[config.mk]
export PLATFORM = sky130hd
export DESIGN_NAME = rejection_sampler_ctrl
export DESIGN_NICKNAME = d
export VERILOG_FILES = /design/src/rtl/sampler_pkg.sv /design/src/rtl/xorshift64_gen.sv /design/src/rtl/rejection_sampler_ctrl.sv
export SDC_FILE = /design/constraint.sdc
export NUM_CORES = 1
export LEC_CHECK = 0
export BUFFER_PORTS_ARGS = -buffer_cell sky130_fd_sc_hd__buf_4
export CORE_MARGIN = 5
export CORE_UTILIZATION = 59
export CTS_BUF_LIST = sky130_fd_sc_hd__clkbuf_8
export DETAILED_ROUTE_END_ITERATION = 8
export GPL_TIMING_DRIVEN = 1
export PLACE_DENSITY = 0.84
export SETUP_SLACK_MARGIN = 0.3
export SLEW_MARGIN = 25
export SYNTH_ARGS = -nofsm -noshare
export SYNTH_HDL_FRONTEND = slang
export SYNTH_SLANG_ARGS = --single-unit
[constraint.sdc]
create_clock -name clk -period 3.4 [get_ports clk]
set_clock_uncertainty 0.05 [all_clocks]
set_input_delay 0.17 -clock clk [delete_from_list [all_inputs] [get_ports clk]]
set_output_delay 0.17 -clock clk [all_outputs]
set_load 0.05 [all_outputs]
[src/rtl/sampler_pkg.sv]
// sampler_pkg: shared state encoding and xorshift64 constants for the rejection sampler.
package sampler_pkg;
  typedef enum logic [2:0] {S_IDLE, S_FILL, S_CHECK, S_HOLD, S_DONE} smp_state_t;
  localparam logic [63:0] XS_DEFAULT_SEED = 64'h9E37_79B9_7F4A_7C15;
  localparam int XS_A = 13;
  localparam int XS_B = 7;
  localparam int XS_C = 17;
  function automatic logic [63:0] xs_next(input logic [63:0] x);
    logic [63:0] y;
    y = x ^ (x << XS_A);
    y = y ^ (y >> XS_B);
    y = y ^ (y << XS_C);
    return y;
  endfunction
endpackage

[src/rtl/xorshift64_gen.sv]
// xorshift64_gen: 64-bit xorshift PRNG; rnd_o is the next state, committed when step_i is high.
module xorshift64_gen import sampler_pkg::*; #(
  parameter logic [63:0] SEED = XS_DEFAULT_SEED
) (
  input  logic        clk,
  input  logic        rst_n,
  input  logic        step_i,
  output logic [63:0] rnd_o
);
  // an all-zero state would lock the generator at zero forever
  localparam logic [63:0] INIT = (SEED == 64'd0) ? 64'd1 : SEED;
  logic [63:0] state;
  assign rnd_o = xs_next(state);
  always_ff @(posedge clk or negedge rst_n)
    if (!rst_n) state <= INIT;
    else if (step_i) state <= rnd_o;
endmodule

[src/rtl/rejection_sampler_ctrl.sv]
// rejection_sampler_ctrl: drives random candidates into an external checker and
// forwards satisfying ones over valid/ready, with a per-sample attempt budget.
module rejection_sampler_ctrl import sampler_pkg::*; #(
  parameter int          VEC_W     = 64,
  parameter int          MAX_TRIES = 1024,
  parameter logic [63:0] SEED      = XS_DEFAULT_SEED
) (
  input  logic             clk,
  input  logic             rst_n,
  input  logic             start_i,
  input  logic [15:0]      num_samples_i,
  output logic [VEC_W-1:0] cand_o,
  input  logic             sat_i,
  output logic [VEC_W-1:0] sample_o,
  output logic             sample_valid_o,
  input  logic             sample_ready_i,
  output logic             busy_o,
  output logic             done_o,
  output logic             timeout_o,
  output logic [31:0]      attempts_o
);
  localparam int NW = (VEC_W + 63) / 64;
  localparam int FW = NW > 1 ? $clog2(NW) : 1;
  localparam int TW = $clog2(MAX_TRIES + 1);
  smp_state_t state, nxt;
  logic [15:0] remaining;
  logic [TW-1:0] tries, tries_inc;
  logic [FW-1:0] fill_cnt;
  logic fill_last, try_last, step;
  logic [63:0] rnd;
  logic [VEC_W-1:0] cand_nxt;
  xorshift64_gen #(.SEED(SEED)) u_gen (.clk(clk), .rst_n(rst_n), .step_i(step), .rnd_o(rnd));
  assign step = state == S_FILL;
  assign tries_inc = tries + TW'(1);
  assign try_last = tries_inc == TW'(MAX_TRIES);
  assign fill_last = fill_cnt == FW'(NW - 1);
  assign busy_o = state inside {S_FILL, S_CHECK, S_HOLD};
  assign done_o = state == S_DONE;
  assign sample_valid_o = state == S_HOLD;
  // new generator words enter at the MSB end, older words slide toward the LSBs
  generate
    if (VEC_W > 64) begin : g_wide
      assign cand_nxt = {rnd, cand_o[VEC_W-1:64]};
    end else begin : g_narrow
      assign cand_nxt = rnd[63 -: VEC_W];
    end
  endgenerate
  always_comb begin
    nxt = state;
    case (state)
      S_IDLE, S_DONE: if (start_i) nxt = num_samples_i == 16'd0 ? S_DONE : S_FILL;
      S_FILL:         if (fill_last) nxt = S_CHECK;
      S_CHECK:        nxt = sat_i ? S_HOLD : (try_last ? S_DONE : S_FILL);
      S_HOLD:         if (sample_ready_i) nxt = remaining == 16'd1 ? S_DONE : S_FILL;
      default:        nxt = S_IDLE;
    endcase
  end
  always_ff @(posedge clk or negedge rst_n)
    if (!rst_n) begin
      state      <= S_IDLE;
      cand_o     <= '0;
      sample_o   <= '0;
      remaining  <= '0;
      tries      <= '0;
      fill_cnt   <= '0;
      timeout_o  <= 1'b0;
      attempts_o <= '0;
    end else begin
      state <= nxt;
      case (state)
        S_IDLE, S_DONE: if (start_i) begin
          remaining  <= num_samples_i;
          attempts_o <= '0;
          timeout_o  <= 1'b0;
          tries      <= '0;
        end
        S_FILL: begin
          cand_o   <= cand_nxt;
          fill_cnt <= fill_last ? '0 : fill_cnt + FW'(1);
        end
        S_CHECK: begin
          attempts_o <= attempts_o + 32'(~&attempts_o);
          tries      <= sat_i ? '0 : tries_inc;
          if (sat_i) sample_o <= cand_o;
          if (!sat_i && try_last) timeout_o <= 1'b1;
        end
        S_HOLD: if (sample_ready_i) remaining <= remaining - 16'd1;
        default: ;
      endcase
    end
endmodule

==> results of run 1 <==
## flip-flops by register name, summed over array words and instances, names as in the netlist
name and count:
cand_o 64, sample_o 64, u_gen.state 38, attempts_o 32, remaining 16, tries 11, state 3, timeout_o 1
## final timing paths
path	startpoint	end	slack, ps
worst max-delay path	attempts_o[4]$_DFFE_PN0P_	attempts_o[22]$_DFFE_PN0P_	540
worst min-delay path	start_i	state[0]$_DFFE_PN0P_	50
worst max register to register	attempts_o[4]$_DFFE_PN0P_	attempts_o[22]$_DFFE_PN0P_	540
worst min register to register	u_gen.state[28]$_DFFE_PN1P_	u_gen.state[28]$_DFFE_PN1P_	430
max in group asynchronous	rst_n	u_gen.state[58]$_DFFE_PN1P_	2170
min in group asynchronous	rst_n	attempts_o[20]$_DFFE_PN0P_	190
## placed cells by master (no fill, tap or decap), types with 3 or more instances in the layout
| cell | n |
|---|---|
| sky130_fd_sc_hd__mux2_2 | 64 |
| sky130_fd_sc_hd__xnor2_1 | 154 |
| sky130_fd_sc_hd__buf_4 | 191 |
| sky130_fd_sc_hd__and3_1 | 9 |
| sky130_fd_sc_hd__and2_1 | 5 |
| sky130_fd_sc_hd__dfrtp_1 | 191 |
| sky130_fd_sc_hd__or4_1 | 6 |
| sky130_fd_sc_hd__nand2_1 | 123 |
| sky130_fd_sc_hd__nor2_1 | 134 |
| sky130_fd_sc_hd__a21oi_1 | 16 |
| sky130_fd_sc_hd__mux2i_1 | 23 |
| sky130_fd_sc_hd__dlygate4sd3_1 | 19 |
| sky130_fd_sc_hd__nand3b_1 | 3 |
| sky130_fd_sc_hd__nor3_1 | 13 |
| sky130_fd_sc_hd__o32ai_1 | 3 |
| sky130_fd_sc_hd__o21ai_0 | 63 |
| sky130_fd_sc_hd__a22o_1 | 5 |
| sky130_fd_sc_hd__inv_1 | 14 |
| sky130_fd_sc_hd__a22oi_1 | 4 |
| sky130_fd_sc_hd__nor4_1 | 8 |
| sky130_fd_sc_hd__or3_1 | 3 |
| sky130_fd_sc_hd__dfstp_2 | 38 |
| sky130_fd_sc_hd__ha_1 | 6 |
| sky130_fd_sc_hd__o31ai_1 | 5 |
| sky130_fd_sc_hd__nand3_1 | 27 |
| sky130_fd_sc_hd__nand4_1 | 10 |
| sky130_fd_sc_hd__o2bb2ai_1 | 4 |
| sky130_fd_sc_hd__xor2_1 | 53 |
| sky130_fd_sc_hd__bufinv_16 | 3 |
| sky130_fd_sc_hd__clkinv_2 | 8 |
| sky130_fd_sc_hd__a31oi_1 | 5 |
| sky130_fd_sc_hd__o211ai_1 | 4 |
| sky130_fd_sc_hd__clkbuf_8 | 50 |
| sky130_fd_sc_hd__nor3b_1 | 3 |
## layout make-up
type                       instances  area (um^2)
inverter                           7         26.3
multi-input combinational        783         5270
antenna                            1         2.50
clock buffer                      50          688
tap                              265          332
sequential                       229         5780
fill                            1340         5380
clock inverter                    21          175
timing repair buffer             213         1680
## metrics by stage
stage | instance area, um^2 | utilization [%] | instances | hold WS (ps)
final | 14000 | 72.2 | 1569 | 52.4
after global placement | 12900 | 66.7 | 1478 | 201
after CTS | 14000 | 72.2 | 1568 | 29.5
after detailed placement | 12900 | 66.7 | 1478 | 199
after global routing | 14000 | 72.2 | 1569 | 46.1
after floorplan | 11500 | - | 1103 | -176
## metal layers
| layer | up-vias | wire (um) |
|---|---|---|
| met5 | - | 0 |
| met4 | 0 | 1100 |
| li1 | 4021 | - |
| met1 | 4282 | 12000 |
| met2 | 330 | 13300 |
| met3 | 88 | 1720 |
## kinds of logic (layout without fill, tap and decap cells)
logic type | after synthesis | after routing | share of synthesized area, %
and+or+nand+nor | 362 | 362 | 14.4
DFF | 229 | 229 | 50.1
xor gates and xnor gates | 209 | 209 | 16.1
AOI/OAI and AO/OA | 119 | 119 | 6.24
buffers and inverters | 91 | 291 | 4.30
muxes | 87 | 87 | 8.24
adders and majority gates | 6 | 6 | 0.651
other | 0 | 1 | 0
## worst min-delay path: stages
cell	delay, ps
sky130_fd_sc_hd__buf_4	90
sky130_fd_sc_hd__and2_1	170
sky130_fd_sc_hd__nand2_1	70
sky130_fd_sc_hd__o211ai_1	80
==> impl.org, run 1 <==
** Clocking
- Counting along the longest clock path gives a buffer depth of 3.
- The later pin in the worst-skew pair is clocked with a latency of 540 ps.
- Clock tree synthesis found a total of 229 sinks.
- Post-cts repair resize count :: 0
- The number of setup buffers added after CTS is 0.
- Buffers inserted to repair hold after CTS numbered 19.
- Clock-pin slew was measured on the worst setup and hold paths at 60 ps.
- TritonCTS clock tree :: built
- CTS H-tree depth :: 2
- Clock buffers created by TritonCTS :: 40
- CTS placed an instance of sky130_fd_sc_hd__clkbuf_8 at the clock tree root.

** Placement
- Pre-CTS setup slack :: 583 ps
- The count of buffers added on input and output ports is 184.
- HPWL reported at the end of detailed placement :: 19200 um
- Routability Congestion :: 0.937

** Critical path
- Cell with the largest stage delay on the worst path :: sky130_fd_sc_hd__or4_1
- CP max stage delay :: 490 ps
- For the worst setup path, the data required time is 3780 ps.
- Startpoint kind of the worst setup timing path :: flip-flop
- Setup Crit Path Kind :: reg -> reg
- CP max FO :: 7
- In this design, the largest share of critical-path delay is due to simple AND/OR/NAND/NOR gates.
- STA classifies the critical path endpoint as a flip-flop.
- R2r worst-path depth :: 9
- The critical path crosses 9 cells after its start point.
- Crit path cell chain :: nand3_1 > or3_4 > or4_1 > ha_1 > ha_1 > and3_1 > nand3_1 > o211ai_1 > o31ai_1
- At the worst endpoint, the arrival time is 3240 ps.
- Counting both buffers and inverters, the worst setup path holds a total of 0.

** Synth
- The share of the Yosys chip area taken by registers is 50.1%.
- The synthesized design contains 229 register bits.
- Largest cells by area after synthesis :: sky130_fd_sc_hd__dfrtp_1 41%, sky130_fd_sc_hd__xnor2_1 12%, sky130_fd_sc_hd__dfstp_2 8.7%
- Yosys printed 0 warnings.
- The biggest area contributor in the post-synthesis netlist is sky130_fd_sc_hd__dfrtp_1.
- Among all flip-flop cells after synthesis, the most frequent one is sky130_fd_sc_hd__dfrtp_1.
- Number of synthesized flops with an enable pin :: 0
- Yosys mapped the design onto 60 distinct sky130hd cell types.
- Synthesized Nets :: 1130
- Most common cell in the netlist :: sky130_fd_sc_hd__dfrtp_1
- By count the netlist is led by 191 x sky130_fd_sc_hd__dfrtp_1, 154 x sky130_fd_sc_hd__xnor2_1, 134 x sky130_fd_sc_hd__nor2_1.
- The mapped netlist covers 0.0115 mm^2.
- A synthesized cell averages 10.5 um^2.
- Fraction of synthesized cell area taken by the top area cell type :: 41.4%
- Gate count after technology mapping :: 1103
- Fraction of synthesis flops using an asynchronous set or reset pin :: 100%

** GRT
- In this run the most used layer during global routing was met2.
- Number of antenna violations at the first check in global routing :: 1
- First-pass GRT wire length :: 45900 um
- Global routing finished with a remaining overflow of 0.
- Global routing used 25.4% of the available tracks.
- In the global route stage, met2 resource usage came out at 39.7%.
- Met3 track demand over resource in global routing :: 4.30%
- The number of global-route vias before repair was 8701.
- Entering global routing, the biggest net connects 102 pins.
- Global routing used 35.6% of the available met1 tracks.

** STA
- In the post-route analysis, the smallest setup slack over all paths is 545 ps.
- Count of pins over their slew limit :: 0
- Unrepaired setup endpoints after global routing :: false
- Fmax :: 0.350 GHz
- In the finished design, the share of the clock period the worst path needs comes to 84.0%.
- The worst path needs 2860 ps of the cycle, external delays included.
- Tightest slew margin relative to the limit :: 36.8%
- Setup violations remaining at the end of the flow were counted as 0.
- Actual transition at the worst max-transition pin :: 947 ps
- Setup total negative slack on the finished layout was measured at 0 ps.
- The final count of hold timing violations is 0.

** Detailed routing
- Remaining design rule violation count :: 0
- After detailed routing, the average wire length per cell comes to 18.0 um.
- For this block, the initial DRC count from the detailed router was 703.
- Via density per instance :: 5.56
- Detailed Route WL :: 28200 um
- First-pass detailed-route iteration total :: 5
- Final antenna-violating net count :: 0
- Routed vias :: 8721

** Run
- Number of maximum-capacitance constraint violations :: 0

** Min path
- The min-delay analysis places its worst path in the category in -> reg.
- Hold Path Depth :: 4

** Die
- Die outline height :: 150 um
- The die covers 0.0225 mm^2.
- Ports :: 185
- Row Count :: 51
- Core Box Area :: 0.0193 mm^2
- In this run the horizontal extent of the chip is 150 um.
- Starting density of the core :: 59.7%

** Status
- The flow ran to the end, and the final reports show no timing, DRC or antenna violations.

** Cells and area
- Fraction of layout cells with a size suffix above 1 :: 28.6%
- Compared with the post-synthesis result, the final layout area differs by 20.9%.
- The net count of the finished layout is 1301.
Power of run 1 is not shown: default switching activity piles up to over one toggle a cycle in this logic, so the estimate is an artifact.
==> inputs of run 2 (changes only) <==
--- a/config.mk
+++ b/config.mk
@@ -5,6 +5,7 @@
 export SDC_FILE = /design/constraint.sdc
 export NUM_CORES = 1
 export LEC_CHECK = 0
+export ABC_AREA = 1
 export BUFFER_PORTS_ARGS = -buffer_cell sky130_fd_sc_hd__buf_4
 export CORE_MARGIN = 5
 export CORE_UTILIZATION = 59
==> constraint.sdc (replaced) <==
create_clock -name clk -period 2.65 [get_ports clk]
set_clock_uncertainty 0.05 [all_clocks]
set_input_delay 0.1325 -clock clk [delete_from_list [all_inputs] [get_ports clk]]
set_output_delay 0.1325 -clock clk [all_outputs]
set_load 0.05 [all_outputs]
==> run 2 against run 1 <==
  * Synthesized cell count up 15%
  * Cell area up 1.7%
  * Worst setup slack worse by 430 ps
  * Cell count up 11%
  * Count of clock-buffer cells in the layout down 2
  * Critical path depth up 1
  * Non-clock buffer count up 25
  * Largest cell class unchanged
  * Highest routed layer unchanged
==> impl.org, run 2 <==
** Detailed routing
- Wire segments on met2 add up to 14800 um in the final route.
- Via density per instance :: 5.57
- Remaining design rule violation count :: 0
- Final antenna-violating net count :: 0
- Post-detailed-route wirelength per cell :: 17.5 um
- The first detailed-routing pass ran for 5 iterations.
- Signal routing reaches up to met4.
- Total length of routed met3 wires :: 2250 um
- Routed vias :: 9737
- Detailed Route WL :: 30500 um
- Detailed-route wire length on metal 1 :: 12400 um
- DRT iter0 DRCs :: 868

** Placement
- IO buf count :: 184
- Once detailed placement completed, the half-perimeter wirelength came to 20900 um.
- Routability Congestion :: 0.898

** Clocking
- Clock insertion delay at the later pin of the skew report :: 540 ps
- CTS built an H-tree with a depth of 2.
- Clock tree sinks :: 229
- TritonCTS built the clock tree.
- CTS placed an instance of sky130_fd_sc_hd__clkbuf_8 at the clock tree root.
- CTS clock-pin slew for the worst setup and hold paths :: 70 ps
- Buffers inserted during clock tree synthesis total 39.
- The longest clock path from root to sink contains 3 buffers.

** GRT
- The total overflow left after global routing is 0.
- First-pass GRT wire length :: 48000 um
- Maximum number of pins on one net before global-route repair :: 84
- The number of global-route vias before repair came to 9409.
- Number of antenna violations at the first check in global routing :: 0
- All-Layer GR Usage :: 26.7%

** STA
- Setup repair after global routing could not meet its margin everywhere.
- For this run, the top clock speed supported by timing is 0.394 GHz.
- Setup violations remaining at the end of the flow were counted as 0.
- Minimum period implied by the final worst setup slack :: 2540 ps
- For the final routed database, the setup TNS stands at 0 ps.
- Total count of hold-check failures in the final report :: 0
- After layout, the worst path uses 95.7% of the clock period.
- The final-report max-slew violation count came to 0.
- The worst pin sits at a relative slew slack of 58.2%.
- Actual transition at the worst max-transition pin :: 620 ps

** Synth
- Sorting the synthesized cells by area gives the leading types as sky130_fd_sc_hd__dfrtp_1 42%, sky130_fd_sc_hd__dfstp_2 8.8%, sky130_fd_sc_hd__nand2_1 8.8%.
- Synthesis inferred 229 register bits.
- The synthesized design spends more area on one cell type than any other, namely sky130_fd_sc_hd__dfrtp_1.
- Among all cell types in the netlist, the one instantiated most often is sky130_fd_sc_hd__nand2_1.
- Synth Flop Type :: sky130_fd_sc_hd__dfrtp_1
- Number of synthesized flops with an enable pin :: 0
- Yosys cell types :: 41
- Yosys synthesis warning count :: 0
- Fraction of synthesis flops using an asynchronous set or reset pin :: 100%
- The average instance in the mapped netlist occupies 8.92 um^2.
- The mapped netlist covers 0.0113 mm^2.
- Sequential elements use 51.1% of the synthesized area.
- Synthesized Nets :: 1296
- Leading post-synthesis cells by instance count :: 266 x sky130_fd_sc_hd__nand2_1, 191 x sky130_fd_sc_hd__dfrtp_1, 163 x sky130_fd_sc_hd__o21ai_0
- In this run the biggest area consumer among cell types represents 42.2% of the synthesized area.
- Gate count after technology mapping :: 1269

** Die
- Ports :: 185
- Row generation in the floorplan step produced 50 rows.
- Core Box Area :: 0.0188 mm^2
- The die is 148 um tall.
- Starting density of the core :: 60.3%
- Die W :: 148 um
- The floorplan step defined a die boundary enclosing 0.0220 mm^2.

** Critical path
- The worst register-to-register path ends at attempts_o[12]$_DFFE_PN0P_.
- Setup Crit Path Kind :: reg -> reg
- Startpoint kind of the worst setup timing path :: flip-flop
- R2r worst-path depth :: 10
- Reg2reg start :: attempts_o[2]$_DFFE_PN0P_
- Data on the critical path is required at its endpoint by 3010 ps.
- For the worst setup path, the data arrival time is 2900 ps.
- In this run the register-to-register setup slack is 110 ps.
- CP max FO :: 5
- The worst setup path is captured at a flip-flop.

** Cells and area
- Leading cell types in the layout, fill and taps excluded :: 257 x sky130_fd_sc_hd__nand2_1, 212 x sky130_fd_sc_hd__buf_4, 174 x sky130_fd_sc_hd__dfrtp_1
- Leaving out fill and tap cells, the most frequent cell in the layout is sky130_fd_sc_hd__nand2_1.
- Layout Nets :: 1511
- Synthesis-to-layout area growth :: 25.4%
- Fraction of layout cells with a size suffix above 1 :: 27.0%
- Biggest registers after layout :: cand_o x64, sample_o x64, u_gen.state x38
- 0 antenna diodes ended up in the layout.

** Power and ir drop
- Summing internal, switching and leakage power gives 0.00986 W.
- Areal power density over the cells :: 695 mW/mm^2
- Across the VDD grid, the largest voltage drop is 0.000383 V.
- Summed over all cells, the static leakage comes to 6.73 nW.

** Run
- Across the run, the number of max-cap violations was 0.

** Status
- The run finished with clean final reports.

** Min path
- Path class of the lowest-slack min-delay path :: in -> async
run 2: repair_timing:
item | CTS | global route
setup endpoints to repair | 13 | 24
gates resized for setup | 9 | 30
pin swaps | 2 | 12
buffers inserted | 1 | 20
endpoints found under the hold margin | 102 | 0
hold buffers | 20 | 0
run 2: per-stage QoR:
stage	hold slack (ps)	cells	util [%]	worst slack [ps]	area, um^2
4_1_cts	125	1729	74.1	303	13900
5_1_grt	167	1749	75.6	14.7	14200
3_3_place_gp	101	1636	68.4	303	12800
2_1_floorplan	-213	1269	-	308	11300
6_report	129	1749	75.6	113	14200
3_5_place_dp	106	1636	68.4	208	12800
run 2: per-layer routing:
layer,vias up,GRT usage [%]
li1,4567,-
met1,4650,34.7
met2,433,44.7
met3,87,5.48
met4,0,9.33
met5,-,0
run 2: worst max-delay path by stage:
stage	to	startpoint	slack [ps]
after global routing	attempts_o[26]$_DFFE_PN0P_	attempts_o[2]$_DFFE_PN0P_	10
final	attempts_o[12]$_DFFE_PN0P_	attempts_o[2]$_DFFE_PN0P_	110
after global placement	attempts_o[23]$_DFFE_PN0P_	attempts_o[6]$_DFFE_PN0P_	300
after detailed placement	attempts_o[21]$_DFFE_PN0P_	attempts_o[6]$_DFFE_PN0P_	210
after CTS	attempts_o[24]$_DFFE_PN0P_	attempts_o[4]$_DFFE_PN0P_	300
after floorplan	attempts_o[13]$_DFFE_PN0P_	attempts_o[4]$_DFFE_PN0P_	310
run 2: logic make-up (layout without fill, tap and decap cells):
group | after synthesis | count (layout) | share of synthesized area (%)
AOI/OAI and AO/OA | 251 | 251 | 11.7
xor gates and xnor gates | 135 | 135 | 10.5
adders and majority gates | 6 | 6 | 0.664
buffers and inverters | 185 | 431 | 7.18
DFF | 229 | 229 | 51.1
muxes | 25 | 25 | 2.47
and+or+nand+nor | 438 | 438 | 16.5
run 2: final cells by class:
cell class,instances,area [um^2]
clock buffer,48,661
clock inverter,24,184
fill,1305,4580
inverter,121,454
multi-input combinational,855,4890
sequential,229,5800
tap,234,293
timing repair buffer,238,1910
run 2: worst max-delay path, stage by stage (launching register included):
cell and delay (ps):
sky130_fd_sc_hd__dfrtp_1 460, sky130_fd_sc_hd__nand2_1 140, sky130_fd_sc_hd__nor4_1 440, sky130_fd_sc_hd__nand4_1 260, sky130_fd_sc_hd__ha_4 260, sky130_fd_sc_hd__ha_4 180, sky130_fd_sc_hd__nand4_1 180, sky130_fd_sc_hd__nor3b_4 90
sky130_fd_sc_hd__buf_4 140, sky130_fd_sc_hd__a22oi_1 140, sky130_fd_sc_hd__a31oi_1 60
run 2: report_power, final:
| group | switching [W] | internal [W] | total (W) |
|---|---|---|---|
| Sequential | 0.000252 | 0.00372 | 0.00397 |
| Combinational | 0.00180 | 0.000707 | 0.00251 |
| Clock | 0.00145 | 0.00194 | 0.00338 |
| Total | 0.00350 | 0.00636 | 0.00986 |
Note: power is estimated with default switching activity, not from simulation.
